===== src/rtl/clock_set_ctrl_pkg.sv =====
// clock_set_ctrl_pkg: state encodings, field select codes and field limits for the time-setting sequencer
package clock_set_ctrl_pkg;
  typedef enum logic [1:0] {ST_RUN, ST_SET_HOUR, ST_SET_MIN, ST_SET_SEC} state_t;
  localparam logic [1:0] FS_NONE = 2'b00;
  localparam logic [1:0] FS_HOUR = 2'b01;
  localparam logic [1:0] FS_MIN = 2'b10;
  localparam logic [1:0] FS_SEC = 2'b11;
  localparam logic [5:0] MAX_SEC = 6'd59;
  localparam logic [5:0] MAX_MIN = 6'd59;
  localparam logic [4:0] MAX_HOUR = 5'd23;
endpackage


===== src/rtl/clock_set_ctrl_if.sv =====
// clock_set_ctrl_if: buttons, live counts and counter-control outputs of the time-setting sequencer
interface clock_set_ctrl_if;
  logic tick_1hz;
  logic mode_btn;
  logic inc_btn;
  logic [5:0] cur_sec;
  logic [5:0] cur_min;
  logic [4:0] cur_hour;
  logic enable_sec;
  logic load_sec;
  logic load_min;
  logic load_hour;
  logic [5:0] data_sec;
  logic [5:0] data_min;
  logic [4:0] data_hour;
  logic commit;
  logic setting;
  logic [1:0] field_sel;
  modport master (
    output tick_1hz, mode_btn, inc_btn, cur_sec, cur_min, cur_hour,
    input enable_sec, load_sec, load_min, load_hour, data_sec, data_min, data_hour, commit, setting, field_sel
  );
  modport slave (
    input tick_1hz, mode_btn, inc_btn, cur_sec, cur_min, cur_hour,
    output enable_sec, load_sec, load_min, load_hour, data_sec, data_min, data_hour, commit, setting, field_sel
  );
endinterface


===== src/rtl/clock_set_ctrl_btn_edge.sv =====
// btn_edge: one-cycle pulse on the rising edge of a synchronised button level
module btn_edge (
  input  logic clock,
  input  logic reset,
  input  logic btn,
  output logic rise
);
  logic btn_q;
  always_ff @(posedge clock or posedge reset)
    if (reset) btn_q <= 1'b0;
    else btn_q <= btn;
  assign rise = btn & ~btn_q;
endmodule


===== src/rtl/clock_set_ctrl.sv =====
// clock_set_ctrl: RUN/SET_HOUR/SET_MIN/SET_SEC sequencer editing shadow time registers for the HH:MM:SS chain
module clock_set_ctrl
  import clock_set_ctrl_pkg::*;
#(
  parameter int TIMEOUT_S = 10,
  parameter int TW = 4
) (
  input logic clock,
  input logic reset,
  clock_set_ctrl_if.slave bus
);
  state_t state, state_d;
  logic mode_rise, inc_rise, setting, tmo_hit, commit_d, commit_q, enable_q;
  logic [TW-1:0] tmo;
  logic [5:0] sh_sec, sh_min;
  logic [4:0] sh_hour;
  btn_edge u_mode (.clock(clock), .reset(reset), .btn(bus.mode_btn), .rise(mode_rise));
  btn_edge u_inc (.clock(clock), .reset(reset), .btn(bus.inc_btn), .rise(inc_rise));
  always_comb begin
    setting = state != ST_RUN;
    tmo_hit = setting && tmo == TW'(TIMEOUT_S);
    state_d = state;
    if (tmo_hit) state_d = ST_RUN;
    else if (mode_rise)
      state_d = state == ST_RUN ? ST_SET_HOUR : state == ST_SET_HOUR ? ST_SET_MIN :
                state == ST_SET_MIN ? ST_SET_SEC : ST_RUN;
    commit_d = setting && state_d == ST_RUN;
  end
  always_ff @(posedge clock or posedge reset)
    if (reset) state <= ST_RUN;
    else state <= state_d;
  // inc is only honoured when no mode press shares the cycle
  always_ff @(posedge clock or posedge reset)
    if (reset) begin
      enable_q <= 1'b0;
      commit_q <= 1'b0;
      tmo <= '0;
      sh_sec <= '0;
      sh_min <= '0;
      sh_hour <= '0;
    end else begin
      enable_q <= bus.tick_1hz && !setting && !mode_rise;
      commit_q <= commit_d;
      if (!setting || mode_rise || inc_rise) tmo <= '0;
      else if (bus.tick_1hz && !tmo_hit) tmo <= tmo + 1'b1;
      if (!setting && mode_rise) begin
        sh_sec <= bus.cur_sec;
        sh_min <= bus.cur_min;
        sh_hour <= bus.cur_hour;
      end else if (inc_rise && !mode_rise) begin
        if (state == ST_SET_HOUR) sh_hour <= sh_hour >= MAX_HOUR ? '0 : sh_hour + 1'b1;
        if (state == ST_SET_MIN) sh_min <= sh_min >= MAX_MIN ? '0 : sh_min + 1'b1;
        if (state == ST_SET_SEC) sh_sec <= sh_sec >= MAX_SEC ? '0 : sh_sec + 1'b1;
      end
    end
  assign bus.enable_sec = enable_q;
  assign bus.commit = commit_q;
  assign bus.setting = setting;
  assign bus.load_sec = setting | commit_q;
  assign bus.load_min = setting | commit_q;
  assign bus.load_hour = setting | commit_q;
  assign bus.data_sec = sh_sec;
  assign bus.data_min = sh_min;
  assign bus.data_hour = sh_hour;
  assign bus.field_sel = state == ST_SET_HOUR ? FS_HOUR : state == ST_SET_MIN ? FS_MIN :
                         state == ST_SET_SEC ? FS_SEC : FS_NONE;
endmodule


===== src/flat_wrapper.sv =====
// flat-port wrapper written by rule: the top's interface ports become plain ports
module clock_set_ctrl_flat import clock_set_ctrl_pkg::*;
#(
  parameter int TIMEOUT_S = 10,
  parameter int TW = 4
)
  (clock, reset, bus_tick_1hz, bus_mode_btn, bus_inc_btn, bus_cur_sec, bus_cur_min, bus_cur_hour, bus_enable_sec, bus_load_sec, bus_load_min, bus_load_hour, bus_data_sec, bus_data_min, bus_data_hour, bus_commit, bus_setting, bus_field_sel);
  clock_set_ctrl_if bus_i ();
  input logic clock;
  input logic reset;
  input wire logic [$bits(bus_i.tick_1hz)-1:0] bus_tick_1hz;
  input wire logic [$bits(bus_i.mode_btn)-1:0] bus_mode_btn;
  input wire logic [$bits(bus_i.inc_btn)-1:0] bus_inc_btn;
  input wire logic [$bits(bus_i.cur_sec)-1:0] bus_cur_sec;
  input wire logic [$bits(bus_i.cur_min)-1:0] bus_cur_min;
  input wire logic [$bits(bus_i.cur_hour)-1:0] bus_cur_hour;
  output wire logic [$bits(bus_i.enable_sec)-1:0] bus_enable_sec;
  output wire logic [$bits(bus_i.load_sec)-1:0] bus_load_sec;
  output wire logic [$bits(bus_i.load_min)-1:0] bus_load_min;
  output wire logic [$bits(bus_i.load_hour)-1:0] bus_load_hour;
  output wire logic [$bits(bus_i.data_sec)-1:0] bus_data_sec;
  output wire logic [$bits(bus_i.data_min)-1:0] bus_data_min;
  output wire logic [$bits(bus_i.data_hour)-1:0] bus_data_hour;
  output wire logic [$bits(bus_i.commit)-1:0] bus_commit;
  output wire logic [$bits(bus_i.setting)-1:0] bus_setting;
  output wire logic [$bits(bus_i.field_sel)-1:0] bus_field_sel;
  assign bus_i.tick_1hz = bus_tick_1hz;
  assign bus_i.mode_btn = bus_mode_btn;
  assign bus_i.inc_btn = bus_inc_btn;
  assign bus_i.cur_sec = bus_cur_sec;
  assign bus_i.cur_min = bus_cur_min;
  assign bus_i.cur_hour = bus_cur_hour;
  assign bus_enable_sec = bus_i.enable_sec;
  assign bus_load_sec = bus_i.load_sec;
  assign bus_load_min = bus_i.load_min;
  assign bus_load_hour = bus_i.load_hour;
  assign bus_data_sec = bus_i.data_sec;
  assign bus_data_min = bus_i.data_min;
  assign bus_data_hour = bus_i.data_hour;
  assign bus_commit = bus_i.commit;
  assign bus_setting = bus_i.setting;
  assign bus_field_sel = bus_i.field_sel;
  clock_set_ctrl #(.TIMEOUT_S(TIMEOUT_S), .TW(TW)) u_core (.clock(clock), .reset(reset), .bus(bus_i));
endmodule

===== config.mk =====
export PLATFORM = sky130hd
export DESIGN_NAME = clock_set_ctrl_flat
export DESIGN_NICKNAME = d
export VERILOG_FILES = /design/src/rtl/clock_set_ctrl_pkg.sv /design/src/rtl/clock_set_ctrl_if.sv /design/src/rtl/clock_set_ctrl_btn_edge.sv /design/src/rtl/clock_set_ctrl.sv /design/src/flat_wrapper.sv
export SDC_FILE = /design/constraint.sdc
export NUM_CORES = 1
export LEC_CHECK = 0
export CAP_MARGIN = 10
export CORE_MARGIN = 5
export CORE_UTILIZATION = 48
export CTS_CLUSTER_SIZE = 14
export DETAILED_ROUTE_END_ITERATION = 8
export GPL_TIMING_DRIVEN = 0
export PLACE_DENSITY_LB_ADDON = 0.15
export SLEW_MARGIN = 20
export SYNTH_ARGS = -nofsm -noshare
export SYNTH_HDL_FRONTEND = slang
export SYNTH_SLANG_ARGS = --single-unit

===== constraint.sdc =====
create_clock -name clock -period 2 [get_ports clock]
set_clock_uncertainty 0.05 [all_clocks]
set_input_delay 0.4 -clock clock [delete_from_list [all_inputs] [get_ports clock]]
set_output_delay 0.4 -clock clock [all_outputs]
set_load 0.02 [all_outputs]

==> flow_summary.json, run 1 <==
{
  "dpl.hpwl_mm": 2.87,
  "viasPerCell": 5.72,
  "power_density_mw_per_mm2": 1330,
  "num_rows": 21,
  "n_antenna_cell": 0,
  "rr_worst_depth": 7,
  "avgSynthCellArea_um2": 9.96,
  "drv_slew": 0,
  "p_sw_frac": 0.435,
  "globalplace.congestion": 0.866,
  "ys.flop_type": "dfrtp_1",
  "maxSlewHeadroom": 0.618,
  "critPathRequiredTime_ns": 1.55,
  "final_area_mm2": 0.00227,
  "grt_pass1_wl_mm": 6.74,
  "wl_per_cell_um": 14.7,
  "yosys_warnings": 0,
  "grt_pass1_vias": 1525,
  "cts_buffers": 3,
  "tightest_slew_ns": 0.572,
  "clkSlewWorstSetupHoldPaths_ns": 0.14,
  "regArea_um2": 679,
  "path_cells": "clkdlybuf4s50_1",
  "clk_path_buf_depth": 2,
  "io_buffers": 46,
  "grt_overflow_total": 0,
  "coreArea_mm2": 0.00334,
  "drc": 0,
  "r2r_setup_slack_ns": 0.13,
  "hold_slack_ns": 0.383,
  "slowest_stage": "clkdlybuf4s50_1",
  "tns_ns": 0,
  "timing.rr.end": "u_core.bus.data_hour[0]",
  "insertion_delay_ns": 0.32,
  "drv_cap": 0,
  "synth-edff-count": 0,
  "grt_usage": 0.184,
  "num_vias": 1533,
  "start_util": 0.498,
  "drt_iter0_drc": 131,
  "fin_util": 0.679,
  "timing.rr.start": "u_core.state[0]",
  "fillers": 303,
  "p_seq_frac": 0.347,
  "power.leakage_uw": 0.000972,
  "critical_path_class": "reg2out",
  "grt_max_degree": 28,
  "arrival_ns": 1.46,
  "dr.pass1.iters": 4,
  "dieWidth_um": 68.9,
  "intPower_uw": 1700,
  "pin_count": 47,
  "cts.sink_count": 27,
  "clkPwrFrac": 0.079,
  "end_kind": "primary output",
  "htreeDepth": 1,
  "ys_seq_area_frac": 0.406,
  "critPathBufInv": 1,
  "dp.cells": 259,
  "final_layout_size_suffix_gt1_frac": 0.176,
  "placed_cell_area_mm2": 0.00218,
  "fp.dieArea_mm2": 0.00474,
  "run_status": "finished clean",
  "min_period_ns": 1.91,
  "cts_tree": "done",
  "synth-async-reset-ratio": 1.00,
  "p_comb_frac": 0.574,
  "rsz0062_at_grt": "false",
  "synth_fp_nets": 200,
  "slowest_delay_ns": 0.65,
  "ir_worst_vdd_mv": 0.669,
  "die_height_um": 68.9,
  "p_switching_uw": 1310,
  "cp_max_fo": 7,
  "instances_no_fill": 268,
  "hold_class": "in2async",
  "synth-seq-cells": 27,
  "syn_area_mm2": 0.00166,
  "cts-root-buf": "clkbuf_4",
  "multiInputGateArea_um2": 926,
  "drtAntennaViolNets": 0,
  "synthCells": 167,
  "hold_buffers": 0,
  "setup_viol": 0,
  "worstSetupStartpointType": "flop",
  "area_growth_pct": 36.3,
  "ys_types": 44,
  "cp_top_family": "buffers and inverters",
  "fin_nets": 256,
  "fmax_mhz": 522,
  "hold_violations": 0,
  "antenna_found_initial": 0,
  "post-route-period-util": 0.957,
  "wl_mm": 3.94
}
==> worst max path at each step <==
stage	slack [ns]	from	depth (start not counted)	endpoint
floorplan	0.30	u_core.state[0]	7	u_core.bus.data_hour[4]
global placement	-0.10	u_core.state[0]	5	bus_load_min
detailed placement	-0.16	u_core.state[0]	5	bus_load_sec
CTS	0.007	u_core.state[0]	4	bus_field_sel[0]
global route	0.001	u_core.bus.data_min[4]	1	bus_data_min[4]
finish	0.09	u_core.bus.data_min[4]	1	bus_data_min[4]
==> metal layers <==
layer	vias up	track usage	share of wire
met5	-	0	0
met3	4	0.0276	0.053
met1	768	0.221	0.42
li1	730	-	-
met4	0	0.0535	0.0066
met2	31	0.336	0.52
==> logic make-up after synthesis <==
family | count (synthesis) | synth area share
simple gates | 71 | 0.246
fa+ha+maj | 11 | 0.0828
xor+xnor | 4 | 0.0211
mux | 2 | 0.0120
buf+inv | 14 | 0.0549
flops | 27 | 0.406
compound gates | 38 | 0.177
==> cell usage after synthesis, drive strengths merged (4+ instances only) <==
| library cell | number | area share |
|---|---|---|
| dfrtp | 27 | 0.41 |
| nor2 | 16 | 0.041 |
| nor3 | 5 | 0.015 |
| nand3 | 10 | 0.038 |
| buf | 7 | 0.039 |
| ha | 11 | 0.083 |
| a211oi | 5 | 0.023 |
| nand2 | 12 | 0.027 |
| nand4 | 4 | 0.015 |
| a21oi | 5 | 0.015 |
| a221o | 9 | 0.054 |
| o21ai | 6 | 0.018 |
| and3 | 9 | 0.037 |
| inv | 7 | 0.016 |
==> layout by cell type, fill, tap and decap left out, drive strengths merged, types with 3 or more instances in the layout <==
master,synthesis,layout
a221o,9,9
ha,11,11
nand3,10,10
clkdlybuf4s50,0,40
a21oi,5,5
nand2,12,12
xor2,3,3
nand2b,3,3
clkbuf,0,5
o21ai,6,6
nand4,4,4
a211oi,5,5
inv,7,7
nor3b,3,3
nor3,5,5
dfrtp,27,27
and3,9,9
buf,7,16
nor2,16,16
==> power groups by stage <==
| stage | combinational (uW) | sequential, uW | clock [uW] |
|---|---|---|---|
| floorplan | 746 | 1210 | 0 |
| global placement | 1590 | 1040 | 0 |
| detailed placement | 1630 | 1050 | 0 |
| CTS | 1730 | 1030 | 259 |
| global route | 1880 | 1080 | 279 |
| finish | 1730 | 1050 | 237 |
==> area by class of cell <==
class	instances	share of cell area
plain buffers	7	0.0287
flip-flops and latches	27	0.300
clock buffers	4	0.0116
repair buffers	51	0.215
well taps	46	0.0254
multi-input cells	126	0.408
inverters	7	0.0116
==> through the flow <==
step | total power (uW) | worst slack (ns)
2_1_floorplan | 1960 | 0.301
3_3_place_gp | 2620 | -0.103
3_5_place_dp | 2670 | -0.162
4_1_cts | 3010 | 0.00741
5_1_grt | 3240 | 0.00121
6_report | 3010 | 0.0855
==> repair_timing <==
item,4_1_cts,5_1_grt
buffers inserted,5,0
endpoints found under the setup margin,6,4
pin swaps,1,0
cloned,0,0
gates resized for setup,24,6
==> sequential cells by signal, summed over array words and instances, names as in the netlist <==
signal                 count
u_core.state               2
u_core.u_mode.btn_q        1
u_core.bus.data_hour       5
u_core.bus.commit          1
u_core.tmo                 4
u_core.bus.enable_sec      1
u_core.bus.data_sec        6
u_core.bus.data_min        6
u_core.u_inc.btn_q         1
Note: power is estimated with default switching activity, not from simulation.
==> run 2, diff against run 1 <==
--- a/config.mk
+++ b/config.mk
@@ -11,8 +11,10 @@
 export CTS_CLUSTER_SIZE = 14
 export DETAILED_ROUTE_END_ITERATION = 8
 export GPL_TIMING_DRIVEN = 0
+export HOLD_SLACK_MARGIN = 0.05
 export PLACE_DENSITY_LB_ADDON = 0.15
 export SLEW_MARGIN = 20
 export SYNTH_ARGS = -nofsm -noshare
 export SYNTH_HDL_FRONTEND = slang
 export SYNTH_SLANG_ARGS = --single-unit
+export TNS_END_PERCENT = 20
==> run 2 against run 1 <==
  * Non-clock buffer count shrank 3
  * Flip-flop and latch count is the same
  * First-iteration DRC count shrank 15%
  * Core utilization shrank 0.45 points
  * Sequential share of layout area grew 0.20 points
  * Power shrank 0.81%
  * Combinational power is essentially flat
  * Clock power is essentially flat
  * Critical path type unchanged
  * Critical endpoint is now bus_setting
  * Largest cell class unchanged
  * Largest power group unchanged
  * Highest routed layer unchanged
==> flow_summary.json, run 2 (synthesis gave the netlist of run 1 again) <==
{
  "run_status": "finished clean",
  "dr.pass1.iters": 4,
  "dieWidth_um": 68.9,
  "drv_slew": 0,
  "globalplace.congestion": 0.866,
  "grt_max_degree": 28,
  "hold_class": "in2async",
  "use_met1": 0.218,
  "drc": 0,
  "setup_viol": 0,
  "htreeDepth": 1,
  "dpl.hpwl_mm": 2.87,
  "cpMostUsedCell": "inv_2",
  "post-route-period-util": 0.966,
  "rsz0062_at_grt": "true",
  "cts_tree": "done",
  "drt_iter0_drc": 112,
  "cts-root-buf": "clkbuf_4",
  "clk_path_buf_depth": 2,
  "drv_cap": 0,
  "grt.busiest_layer": "met2",
  "pin_count": 47,
  "clkSlewWorstSetupHoldPaths_ns": 0.14,
  "fillers": 307,
  "grt_use_met2": 0.321,
  "tightest_slew_ns": 0.574,
  "power_uw": 2990,
  "insertion_delay_ns": 0.32,
  "slowest_delay_ns": 0.48,
  "critical_path_class": "reg2out",
  "cts.sink_count": 27,
  "start_util": 0.498,
  "grt_pass1_wl_mm": 6.55,
  "final_layout_size_suffix_gt1_frac": 0.169,
  "timing.rr.start": "u_core.state[1]",
  "critPathLaunch": "u_core.state[1]",
  "power.leakage_uw": 0.000960,
  "grt_usage": 0.179,
  "power_density_mw_per_mm2": 1330,
  "drtAntennaViolNets": 0,
  "fin_util": 0.675,
  "wl_per_cell_um": 14.6,
  "critPathRequiredTime_ns": 1.55,
  "wl_mm": 3.88,
  "grt_overflow_total": 0,
  "num_rows": 21,
  "fp.dieArea_mm2": 0.00474,
  "slowest_stage": "dfrtp_2",
  "grt_pass1_vias": 1475,
  "io_buffers": 46,
  "worstSetupStartpointType": "flop",
  "fin_nets": 253,
  "fmax_mhz": 518,
  "viasPerCell": 5.73,
  "ir_worst_vdd_mv": 0.669,
  "path_cells": "inv_2, ha_4, inv_2, dlygate4sd2_1",
  "coreArea_mm2": 0.00334,
  "arrival_ns": 1.48,
  "antenna_found_initial": 0,
  "hold_slack_ns": 0.386,
  "maxSlewHeadroom": 0.617,
  "hold_violations": 0,
  "n_antenna_cell": 0,
  "cp_max_fo": 9,
  "final_common_cell": "clkdlybuf4s50_1",
  "hold_buffers": 0,
  "layout_common_cells": "clkdlybuf4s50_1 (40), dfrtp_1 (24), nor2_1 (15), nand2_1 (12)",
  "min_period_ns": 1.93,
  "die_height_um": 68.9,
  "num_vias": 1519,
  "cts_buffers": 3,
  "area_growth_pct": 35.4,
  "end_kind": "primary output",
  "grt_use_met3": 0.0276
}
## run 2: changes by cell type in the layout (fill, tap and decap cells not counted)
cell      previous run  this run
buf_4                8         5
nand2b_1             2         1
nand2b_4             1         2
## run 2: power breakdown
group          total, uW  switching, uW  internal, uW
Clock                234            156          78.0
Sequential          1050            297           756
Combinational       1700            845           854
Total               2990           1300          1690
## run 2: layout make-up
| class | count | area [um2] | area share |
|---|---|---|---|
| tap | 46 | 57.6 | 0.0256 |
| sequential | 27 | 679 | 0.302 |
| buffer | 7 | 65.1 | 0.0289 |
| inverter | 7 | 26.3 | 0.0117 |
| multi-input combinational | 126 | 933 | 0.414 |
| timing repair buffer | 48 | 464 | 0.206 |
| clock buffer | 4 | 26.3 | 0.0117 |
## run 2: worst max-delay path: cells and delay by family (launching register included)
| kind | cells | cell delay, ns |
|---|---|---|
| adder cells (fa/ha/maj) | 1 | 0.20 |
| buffers and inverters | 3 | 0.50 |
| flip-flops | 1 | 0.48 |
## run 2: path summary, 6_finish.rpt
| check | end | slack (ns) | depth (start not counted) |
|---|---|---|---|
| max | bus_setting | 0.07 | 4 |
| min | u_core.bus.data_hour[1] | 0.39 | 2 |
| max reg2reg | u_core.bus.data_hour[0] | 0.28 | 5 |
| min reg2reg | u_core.bus.data_sec[1] | 0.53 | 2 |
| max in group asynchronous | u_core.state[1] | 1.10 | 2 |
| min in group clock | u_core.u_inc.btn_q | 0.49 | 1 |
## run 2: metal layers
layer  routed length, um  share of wire  vias to the layer above
met5                   0              0                        -
met4                  17         0.0044                        0
met1                1610           0.41                      746
met2                2020           0.52                       42
met3                 233          0.060                        2
li1                    -              -                      729
## run 2: metrics by stage
stage | std cells | setup WS (ns) | setup TNS, ns | instance area [um2]
after floorplan | 167 | 0.301 | 0 | 1660
after global placement | 259 | -0.103 | -0.468 | 2180
after detailed placement | 259 | -0.162 | -0.736 | 2180
after CTS | 264 | -0.0548 | -0.0548 | 2210
after global routing | 265 | -0.0184 | -0.0184 | 2250
final | 265 | 0.0686 | 0 | 2250
## run 2: repair_timing
item | 4_1_cts | 5_1_grt
setup buffers | 1 | 1
resized for setup | 19 | 12
setup endpoints to repair | 6 | 7
